## src/rtl/clk_reconfig_sequencer.sv

```systemverilog
// Purpose: gate -> drain -> apply -> settle -> stability-check -> ungate sequencer for RCD clock outputs.
// Latency: enable request with clk_stable high responds DRAIN_CYCLES+SETTLE_CYCLES+2 edges after acceptance.
// Backpressure: req_ready only in IDLE with pll_locked; one request in flight, one-cycle rsp_valid pulse.
// Ports: ref_clk/rst (sync, active-high); req_* request channel; pll_locked, clk_stable from the
//        distributor; cfg_* per-output configuration registers; rsp_* status pulse; busy = not IDLE.
module clk_reconfig_sequencer #(
    parameter int NUM_CLOCK_OUTPUTS = 8,
    parameter int IDX_W             = 3,
    parameter int DRAIN_CYCLES      = 4,
    parameter int SETTLE_CYCLES     = 16,
    parameter int STABLE_TIMEOUT    = 255
) (
    input  logic                           ref_clk,
    input  logic                           rst,
    input  logic                           pll_locked,
    input  logic                           req_valid,
    output logic                           req_ready,
    input  logic [IDX_W-1:0]               req_idx,
    input  logic                           req_enable,
    input  logic [3:0]                     req_div,
    input  logic [1:0]                     req_src,
    input  logic [NUM_CLOCK_OUTPUTS-1:0]   clk_stable,
    output logic [NUM_CLOCK_OUTPUTS-1:0]   cfg_clk_enable,
    output logic [NUM_CLOCK_OUTPUTS-1:0]   cfg_gate_enable,
    output logic [4*NUM_CLOCK_OUTPUTS-1:0] cfg_div_ratio,
    output logic [2*NUM_CLOCK_OUTPUTS-1:0] cfg_source_sel,
    output logic                           rsp_valid,
    output logic [1:0]                     rsp_status,
    output logic [IDX_W-1:0]               rsp_idx,
    output logic                           busy
);

    typedef enum logic [2:0] {IDLE, DRAIN, APPLY, SETTLE, CHECK, RESP} state_t;

    localparam logic [1:0] ST_OK      = 2'b00;
    localparam logic [1:0] ST_TIMEOUT = 2'b01;
    localparam logic [1:0] ST_BAD     = 2'b10;
    localparam logic [1:0] ST_PLL     = 2'b11;

    state_t                         state_q, state_d;
    logic [7:0]                     cnt_q, cnt_d;
    logic [IDX_W-1:0]               cap_idx_q, cap_idx_d;
    logic                           cap_en_q, cap_en_d;
    logic [3:0]                     cap_div_q, cap_div_d;
    logic [1:0]                     cap_src_q, cap_src_d;
    logic [NUM_CLOCK_OUTPUTS-1:0]   clk_en_d, gate_d;
    logic [4*NUM_CLOCK_OUTPUTS-1:0] div_d;
    logic [2*NUM_CLOCK_OUTPUTS-1:0] src_d;
    logic [1:0]                     status_d;
    logic [IDX_W-1:0]               rsp_idx_d;
    logic [NUM_CLOCK_OUTPUTS-1:0]   req_mask, tgt_mask;
    logic                           bad_req, pll_lost;

    function automatic logic [NUM_CLOCK_OUTPUTS-1:0] onehot(input logic [IDX_W-1:0] idx);
        logic [NUM_CLOCK_OUTPUTS-1:0] m;
        m = '0;
        for (int i = 0; i < NUM_CLOCK_OUTPUTS; i++) begin
            if (IDX_W'(i) == idx) m[i] = 1'b1;
        end
        return m;
    endfunction

    assign req_ready = (state_q == IDLE) && pll_locked;
    assign busy      = (state_q != IDLE);
    assign rsp_valid = (state_q == RESP);
    assign req_mask  = onehot(req_idx);
    assign tgt_mask  = onehot(cap_idx_q);
    assign bad_req   = (32'(req_idx) >= NUM_CLOCK_OUTPUTS) || (req_enable && req_src == 2'b11);
    assign pll_lost  = !pll_locked &&
                       (state_q == DRAIN || state_q == APPLY || state_q == SETTLE || state_q == CHECK);

    always_comb begin
        state_d   = state_q;
        cnt_d     = cnt_q;
        cap_idx_d = cap_idx_q;
        cap_en_d  = cap_en_q;
        cap_div_d = cap_div_q;
        cap_src_d = cap_src_q;
        clk_en_d  = cfg_clk_enable;
        gate_d    = cfg_gate_enable;
        div_d     = cfg_div_ratio;
        src_d     = cfg_source_sel;
        status_d  = rsp_status;
        rsp_idx_d = rsp_idx;

        case (state_q)
            IDLE: begin
                if (req_valid && req_ready) begin
                    cap_idx_d = req_idx;
                    cap_en_d  = req_enable;
                    cap_div_d = req_div;
                    cap_src_d = req_src;
                    rsp_idx_d = req_idx;
                    if (bad_req) begin
                        status_d = ST_BAD;
                        state_d  = RESP;
                    end else begin
                        gate_d  = cfg_gate_enable | req_mask;
                        cnt_d   = 8'(DRAIN_CYCLES);
                        state_d = DRAIN;
                    end
                end
            end
            DRAIN: begin
                if (cnt_q <= 8'd1) begin
                    cnt_d   = 8'd0;
                    state_d = APPLY;
                end else begin
                    cnt_d = cnt_q - 8'd1;
                end
            end
            APPLY: begin
                if (cap_en_q) begin
                    for (int i = 0; i < NUM_CLOCK_OUTPUTS; i++) begin
                        if (tgt_mask[i]) begin
                            div_d[4*i +: 4] = cap_div_q;
                            src_d[2*i +: 2] = cap_src_q;
                        end
                    end
                    clk_en_d = cfg_clk_enable | tgt_mask;
                    cnt_d    = 8'(SETTLE_CYCLES);
                    state_d  = SETTLE;
                end else begin
                    clk_en_d = cfg_clk_enable & ~tgt_mask;
                    status_d = ST_OK;
                    state_d  = RESP;
                end
            end
            SETTLE: begin
                if (cnt_q <= 8'd1) begin
                    cnt_d   = 8'(STABLE_TIMEOUT);
                    state_d = CHECK;
                end else begin
                    cnt_d = cnt_q - 8'd1;
                end
            end
            CHECK: begin
                if (|(clk_stable & tgt_mask)) begin
                    gate_d   = cfg_gate_enable & ~tgt_mask;
                    status_d = ST_OK;
                    state_d  = RESP;
                end else if (cnt_q <= 8'd1) begin
                    // Never ungate a clock that did not prove stable.
                    cnt_d    = 8'd0;
                    clk_en_d = cfg_clk_enable & ~tgt_mask;
                    status_d = ST_TIMEOUT;
                    state_d  = RESP;
                end else begin
                    cnt_d = cnt_q - 8'd1;
                end
            end
            RESP: state_d = IDLE;
            default: state_d = IDLE;
        endcase

        // Lock loss overrides whatever the phase decided, including a CHECK success
        // or an APPLY write in the same cycle: target ends disabled and gated.
        if (pll_lost) begin
            div_d    = cfg_div_ratio;
            src_d    = cfg_source_sel;
            clk_en_d = cfg_clk_enable & ~tgt_mask;
            gate_d   = cfg_gate_enable | tgt_mask;
            cnt_d    = 8'd0;
            status_d = ST_PLL;
            state_d  = RESP;
        end
    end

    always_ff @(posedge ref_clk) begin
        if (rst) begin
            state_q         <= IDLE;
            cnt_q           <= '0;
            cap_idx_q       <= '0;
            cap_en_q        <= 1'b0;
            cap_div_q       <= '0;
            cap_src_q       <= '0;
            cfg_clk_enable  <= '0;
            cfg_gate_enable <= '1;
            cfg_div_ratio   <= '0;
            cfg_source_sel  <= '0;
            rsp_status      <= '0;
            rsp_idx         <= '0;
        end else begin
            state_q         <= state_d;
            cnt_q           <= cnt_d;
            cap_idx_q       <= cap_idx_d;
            cap_en_q        <= cap_en_d;
            cap_div_q       <= cap_div_d;
            cap_src_q       <= cap_src_d;
            cfg_clk_enable  <= clk_en_d;
            cfg_gate_enable <= gate_d;
            cfg_div_ratio   <= div_d;
            cfg_source_sel  <= src_d;
            rsp_status      <= status_d;
            rsp_idx         <= rsp_idx_d;
        end
    end

endmodule

```

## config.mk

```make
export PLATFORM = sky130hd
export DESIGN_NAME = clk_reconfig_sequencer
export DESIGN_NICKNAME = d
export VERILOG_FILES = /design/src/rtl/clk_reconfig_sequencer.sv
export SDC_FILE = /design/constraint.sdc
export NUM_CORES = 1
export LEC_CHECK = 0
export CORE_MARGIN = 2
export CORE_UTILIZATION = 54
export DETAILED_ROUTE_END_ITERATION = 8
export PLACE_DENSITY = 0.91
export SLEW_MARGIN = 10
export SYNTH_ARGS = -nofsm -noshare
export SYNTH_HDL_FRONTEND = slang
export SYNTH_SLANG_ARGS = --single-unit
export TNS_END_PERCENT = 30
```

## constraint.sdc

```tcl
create_clock -name ref_clk -period 4.6 [get_ports ref_clk]
set_clock_uncertainty 0.05 [all_clocks]
set_input_delay 1.38 -clock ref_clk [delete_from_list [all_inputs] [get_ports ref_clk]]
set_output_delay 1.38 -clock ref_clk [all_outputs]
set_load 0.01 [all_outputs]
```

* Yosys cells after proc, flatten, opt, wreduce, memory -nomap -nowiden
Cells that the tools add are included.
W data, S select, Z words.
** Storage, ports and cells
- Output and inout bits :: 72
- Word-level logic and storage cells :: 155
- Bits in latches :: 0
- Input port bits :: 22
- Bits in writable memories :: 0
- Register bits :: 87
- Memory bits (read-only) :: 0
- Memories :: 0
** Operators by class
- Muxes and demuxes :: 49
- Shifts and indexed selects :: 0
- Reductions and logical operators :: 33
- Add/subtract/negate cells :: 1
- Div/mod/pow operators :: 0
- Eq/ne operators :: 37
- Magnitude comparators :: 1
- Multiply operators :: 0
- Bitwise gates (word level) :: 8
** Operators by type and width (count)
- $mux W8 :: 14
- $reduce_and A4 Y1 :: 11
- $pmux W8 S5 :: 1
- $pmux W8 S2 :: 2
- $and A8 B8 Y8 :: 3
- $eq A3 B3 Y1 const A :: 8
- $mux W3 :: 8
- $or A8 B8 Y8 :: 3
- $mux W1 :: 16
- $ne A3 B2 Y1 const B :: 5
- $pmux W3 S5 :: 1
- $eq A2 B3 Y1 const A :: 4
- $mux W2 :: 6
- $ne A3 B3 Y1 const B :: 4
- $reduce_and A5 Y1 :: 2
- $logic_not A3 Y1 :: 3
- $reduce_bool A3 Y1 :: 3
- $le A8 B1 Y1 const B :: 1
- $not A8 Y8 :: 1
- $reduce_or A8 Y1 :: 1
- $sub A8 B1 Y8 const B :: 1
- $eq A1 B3 Y1 const A :: 2
- $eq A3 B2 Y1 const B :: 2
- $eq A3 B3 Y1 const B :: 2
- other kinds (16) :: 25

* Longest topological paths before layout
Gate-level depths: netlist of the first run.
- Depth after elaboration :: 8
- Depth in mapped cells :: 8
- Gate-level depth less buffers :: 7

* Worst setup path before layout of the first run
No wires, ideal clock.
- Path kind :: input to output
- Start :: in pll_locked
- End :: out req_ready
- Required time :: 3.170 ns
- Path buffers :: 2
- Arrival time :: 2.018 ns
- Stages :: 3
- Slack :: 1.152 ns
- Cells stage by stage :: buf_2 -> clkbuf_1 -> and2_1
** On the way
- Cells in the longest elaborated chain, start to end :: 1
** RTL lines
- from (decl) :: line 15 : input logic pll_locked,
- $logic_and A1 B1 Y1 :: line 63 : assign req_ready = (state_q == IDLE) && pll_locked;
- to (decl) :: line 17 : output logic req_ready,
No other way between the ends.

* Worst setup path in the final report of the first run
Same ends and word-level chain as after synthesis.

==> results of run 1 <==
[worst max-delay path: stages]
cell	delay (ns)
clkdlybuf4s50_1	0.51
and2_1	0.17
clkdlybuf4s50_1	0.54
[power by group through the flow]
stage                     logic [W]  registers [W]  clock network [W]
after floorplan            0.000744       0.000883                  0
after global placement     0.000866       0.000958                  0
after detailed placement   0.000901       0.000965                  0
after CTS                  0.000910       0.000950           0.000666
after global routing        0.00100       0.000967           0.000696
final                      0.000922       0.000955           0.000671
[through the flow]
stage	setup WS [ns]	std cells	hold WS (ns)	util
2_1_floorplan	1.15	481	0.425	-
3_3_place_gp	0.573	636	0.394	0.683
3_5_place_dp	0.590	636	0.398	0.683
4_1_cts	0.575	652	0.410	0.717
5_1_grt	0.558	652	0.435	0.718
6_report	0.572	652	0.407	0.718
[synth_stat cells (8+ instances only)]
master	instances
a211oi_1	12
a21oi_1	53
a221o_1	8
clkbuf_1	38
dfxtp_1	87
inv_1	8
mux2i_1	26
nand2_1	62
nand3_1	40
nor2_1	45
nor3_1	10
o21ai_0	9
[routing by layer]
layer / global-route usage / up-vias
met4: 0.127 / 0
met3: 0.0771 / 25
met2: 0.456 / 186
li1: - / 1849
met1: 0.315 / 1851
met5: 0 / -
[cell type report]
cell class,instances,area share
Inverter,8,0.00580
Timing Repair Buffer,98,0.186
Clock inverter,7,0.0246
Clock buffer,9,0.0239
Tap cell,99,0.0239
Multi-Input combinational cell,344,0.400
Sequential cell,87,0.336
[state kept, by name (all words and copies together), names as in the netlist, named ones only]
signal	cells
cap_div_q	4
cap_en_q	1
cap_idx_q	3
cap_src_q	2
cfg_div_ratio	32
cfg_gate_enable	8
cfg_source_sel	16
cnt_q	8
rsp_status	2
state_q	3
[worst paths after layout]
kind / to / cells past startpoint
setup / recovery: req_ready / 3
setup reg to reg: cnt_q[6]$_SDFFE_PP0P_ / 4
hold reg to reg: cfg_source_sel[9]$_SDFFE_PP0P_ / 2
hold / removal: cfg_source_sel[9]$_SDFFE_PP0P_ / 2
[cell families after synthesis]
| family | share of synthesized area |
|---|---|
| buffers and inverters | 0.0491 |
| AOI/OAI and AO/OA | 0.186 |
| adders and majority gates | 0.00626 |
| DFF | 0.436 |
| xor gates and xnor gates | 0.00438 |
| muxes | 0.0820 |
| and+or+nand+nor | 0.236 |
==> out/qor.txt, run 1 <==
Outcome: completed
P&R area growth vs syn: 29.6%
Leak pwr: 1.71 nW
Net Switching: 0.000990 W
Initial Util: 0.554
Core ar.: 0.00721 sq mm
Hold Vio Cnt, Final: 0
Achievable Freq: 248 MHz
N_diodes: 0
Total gr overflow: 0
Sequential Area: 0.00174 sq mm
Ys async rst share: 0
Postcts setup bufs: 0
Layout cell share with drive strength beyond 1: 0.0741
RSZ-0062 raised after global routing: false
Critical path launch point type: input port
Multi-input logic area: 0.00207 sq mm
Initial antenna violation count: 0
Fin area: 0.00518 sq mm
Setup TNS: 0 ns
CTS tree: done
Die W: 90.1 um
Final Max Slew Viols: 0
Filler cell count: 551
Top Metal Used: met4
Hold Path Class: flip-flop to flip-flop
Pwr Total: 0.00255 W
Vias per inst: 6.00
Port Buffers: 93
Setup CP Type: input port to primary output
Longest Clk Path Bufs: 2
Worst-skew pair later-pin latency: 0.37 ns
Internal: 0.00156 W
Vias: 3911
Synth Flop Type: dfxtp_1
Die footprint: 0.00811 sq mm
Largest area contributor in the netlist: dfxtp_1
Minimum clock period: 4.03 ns
Initial drt markers: 280
Final setup viols: 0
Sw Share: 0.389
Met3 wire length: 1.02 mm
Syn_area_per_cell: 8.31 sq um
CTS clk-pin slew, worst paths: 0.09 ns
CTS resizes: 0
Worst slew pin tran: 1.18 ns
Crit Path Max Fanout: 2
Vias in the first global route: 3608
Post-synthesis sequential area ratio: 0.436
Total CTS buffers: 9
Mapped Nets: 505
Reg2reg start: state_q[2]$_SDFFE_PP0P_
Final period util: 0.876
Cell area after synthesis: 0.00400 sq mm
DRC violations left: 0
DP Area: 0.00492 sq mm
Most frequent cells in the layout: clkdlybuf4s50_1 (92), dfxtp_1 (87), nand2_1 (62)
Root Driver: clkbuf_8
Cells after Synth: 481
First-pass GRT wire length: 17.8 mm
Synth area leaders: dfxtp_1 (44%), a21oi_1 (6.6%), mux2i_1 (6.5%), nand2_1 (5.8%), nand3_1 (5.0%)
Final HPWL DP: 7.45 mm
Die Ht: 90.1 um
IO Pins: 94
PwrDens: 492 mW/mm^2
R2R Setup Slk: 1.64 ns
Nets@finish: 572
Max Cap Violations: 0
H-tree Lvls: 3
Max VDD drop: 283 uV
Gpl congestion: 0.861
Sink Count: 87
Post-synth top area share: 0.436
Hold Path Origin: cfg_source_sel[9]$_SDFFE_PP0P_
Critical path arrival: 2.60 ns
Seq cells post-synth: 87
Clock power share: 0.263
Number of synthesized flops with an enable pin: 0
Global Route Usage Sum: 0.269
Sequential fraction of design power: 0.375
Routed Antenna Nets: 0
Most common cell after layout, fill and taps aside: clkdlybuf4s50_1
Rows: 31
Synth Warn #: 0
Wl on met1: 4.38 mm
TritonRoute pass-1 iters: 5
Post-CTS Hold Buffers: 0
CP Launch Point: pll_locked
Worst Setup End Kind: primary output
Combinational fraction of design power: 0.362
Routed len/inst: 17.0 um
Required time worst endpoint: 3.17 ns
Largest net degree at the start of global routing: 56
WL met2: 5.45 mm
Netlist cell types: 56
Max-Slew Margin vs Limit: 0.205
WL final: 11.1 mm
Power figures use the tool's default switching activity.
==> run 2, diff against run 1 <==
--- a/config.mk
+++ b/config.mk
@@ -9,6 +9,7 @@
 export CORE_UTILIZATION = 54
 export DETAILED_ROUTE_END_ITERATION = 8
 export PLACE_DENSITY = 0.91
+export REMOVE_ABC_BUFFERS = 1
 export SLEW_MARGIN = 10
 export SYNTH_ARGS = -nofsm -noshare
 export SYNTH_HDL_FRONTEND = slang
==> run 2 against run 1 <==
Effect of this change:
- via count shrank 0.10%
- first-iteration DRC count grew 12%
- global-route usage grew 0.18 points
- clock-buffer cell count is the same
- final area shrank 0.77%
- largest power group unchanged
==> out/qor.txt, run 2 (synthesis results as in run 1) <==
Die Ht: 90.1 um (unchanged)
Initial antenna violation count: 0 (unchanged)
Worst Path Buf+Inv: 2 (unchanged)
CTS tree: done (unchanged)
Sink Count: 87 (unchanged)
H-tree Lvls: 3 (unchanged)
Critical Path Max Stage Delay: 0.54 ns (about the same)
Most common cell after layout, fill and taps aside: clkdlybuf4s50_1 (unchanged)
CTS resizes: 0 (unchanged)
Achievable Freq: 249 MHz (was 248 MHz)
Wl on met1: 4.65 mm (was 4.38 mm)
Most used cell, CP: clkdlybuf4s50_1 (unchanged)
Setup TNS: 0 ns (unchanged)
Most frequent cells in the layout: clkdlybuf4s50_1 (92), dfxtp_1 (87), nand2_1 (62) (unchanged)
Final setup viols: 0 (unchanged)
Placed Cells: 635 (was 636)
Top Metal Used: met4 (unchanged)
Worst slew pin tran: 1.24 ns (was 1.18 ns)
Max-Slew Margin vs Limit: 0.164 (was 0.205)
Final HPWL DP: 7.41 mm (was 7.45 mm)
Crit Path Max Fanout: 2 (unchanged)
Met3 wire length: 962 um (was 1.02 mm)
Pwr Total: 0.00244 W (was 0.00255 W)
Post-CTS Hold Buffers: 0 (unchanged)
Total CTS buffers: 9 (unchanged)
Longest Clk Path Bufs: 2 (unchanged)
Critical Path, Cell by Cell: clkdlybuf4s50_1, and2_1, clkdlybuf4s50_1 (unchanged)
Final Max Slew Viols: 0 (unchanged)
Minimum clock period: 4.01 ns (was 4.03 ns)
First-pass GRT wire length: 18.0 mm (was 17.8 mm)
Max FFs per register: 32 (unchanged)
Rows: 31 (unchanged)
WL met2: 5.04 mm (was 5.45 mm)
WL final: 10.9 mm (was 11.1 mm)
Critical Path Slowest Stage Cell: clkdlybuf4s50_1 (unchanged)
Setup CP Type: input port to primary output (unchanged)
Largest register by flop count: cfg_div_ratio (unchanged)
Max VDD drop: 268 uV (was 283 uV)
Global Route Usage Sum: 0.271 (was 0.269)
Leak pwr: 1.68 nW (was 1.71 nW)
Layout cell share with drive strength beyond 1: 0.0743 (was 0.0741)
Gpl congestion: 0.875 (was 0.861)
CP delay by family, top: buffers and inverters (unchanged)
Routed Antenna Nets: 0 (unchanged)
Critical path launch point type: input port (unchanged)
Finished Layout Cells: 651 (was 652)
N_diodes: 0 (unchanged)
Die W: 90.1 um (unchanged)
Postcts setup bufs: 0 (unchanged)
P&R area growth vs syn: 28.6% (was 29.6%)
Hold Vio Cnt, Final: 0 (unchanged)
Final period util: 0.872 (was 0.876)
Core ar.: 0.00721 sq mm (unchanged)
Initial drt markers: 313 (was 280)
Fin area: 0.00514 sq mm (was 0.00518 sq mm)
PwrDens: 474 mW/mm^2 (was 492 mW/mm^2)
Critical path arrival: 2.58 ns (was 2.60 ns)
Vias per inst: 6.00 (about the same)
Largest net degree at the start of global routing: 56 (unchanged)
Outcome: completed (unchanged)
IO Pins: 94 (unchanged)
DP Area: 0.00492 sq mm (about the same)
Root Driver: clkbuf_8 (unchanged)
Worst Setup End Kind: primary output (unchanged)
Max Cap Violations: 0 (unchanged)
Port Buffers: 93 (unchanged)
Vias: 3907 (was 3911)
Vias in the first global route: 3651 (was 3608)
DRC violations left: 0 (unchanged)
TritonRoute pass-1 iters: 5 (unchanged)
RSZ-0062 raised after global routing: false (unchanged)
Total gr overflow: 0 (unchanged)
Initial Util: 0.554 (unchanged)
Die footprint: 0.00811 sq mm (unchanged)
Worst-skew pair later-pin latency: 0.36 ns (was 0.37 ns)
Nets@finish: 571 (was 572)
Hold Path Class: flip-flop to flip-flop (unchanged)
Routed len/inst: 16.8 um (was 17.0 um)
Largest regs: cfg_div_ratio: 32 flops, cfg_source_sel: 16 flops (unchanged)
Required time worst endpoint: 3.17 ns (about the same)
CTS clk-pin slew, worst paths: 0.10 ns (was 0.09 ns)
run 2: path summary, 6_finish.rpt:
kind / depth (start not counted) / end / start / slack [ns]
setup / recovery: 3 / req_ready / pll_locked / 0.59
hold / removal: 2 / cfg_source_sel[5]$_SDFFE_PP0P_ / cfg_source_sel[5]$_SDFFE_PP0P_ / 0.42
setup reg to reg: 4 / cnt_q[6]$_SDFFE_PP0P_ / state_q[2]$_SDFFE_PP0P_ / 1.65
hold reg to reg: 2 / cfg_source_sel[5]$_SDFFE_PP0P_ / cfg_source_sel[5]$_SDFFE_PP0P_ / 0.42
run 2: where the power goes:
group,internal (W),switching (W)
Sequential,0.000819,0.000137
Combinational,0.000369,0.000545
Clock,0.000263,0.000306
run 2: layout make-up:
| class | instances | area, sq um |
|---|---|---|
| fill | 563 | 2070 |
| sequential | 87 | 1740 |
| inverter | 8 | 30.0 |
| timing repair buffer | 97 | 956 |
| clock buffer | 9 | 124 |
| multi-input combinational | 344 | 2080 |
| clock inverter | 7 | 90.1 |
| tap | 99 | 124 |
run 2: tightest hold or removal path, delay by kind of cell, from the launching register on:
family / cells / cell delay (ns)
DFF: 1 / 0.33
and+or+nand+nor: 1 / 0.05
AOI/OAI and AO/OA: 1 / 0.05
run 2: stage by stage:
| stage | worst slack (ns) | util | hold WS, ns |
|---|---|---|---|
| 2_1_floorplan | 0.934 | - | 0.419 |
| 3_3_place_gp | 0.583 | 0.682 | 0.398 |
| 3_5_place_dp | 0.614 | 0.682 | 0.401 |
| 4_1_cts | 0.599 | 0.711 | 0.417 |
| 5_1_grt | 0.576 | 0.713 | 0.440 |
| 6_report | 0.589 | 0.713 | 0.417 |
run 2: layer usage:
layer	track usage	vias to the layer above
met5	0	-
met1	0.344	1846
met2	0.425	177
met4	0.117	0
met3	0.0880	33
li1	-	1851
==> run 3, diff against run 2 <==
--- a/config.mk
+++ b/config.mk
@@ -8,6 +8,7 @@
 export CORE_MARGIN = 2
 export CORE_UTILIZATION = 54
 export DETAILED_ROUTE_END_ITERATION = 8
+export HOLD_SLACK_MARGIN = 0.02
 export PLACE_DENSITY = 0.91
 export REMOVE_ABC_BUFFERS = 1
 export SLEW_MARGIN = 10
==> results of run 3 <==
Same layout as run 2: the final DEF is identical, and so are final timing and power.
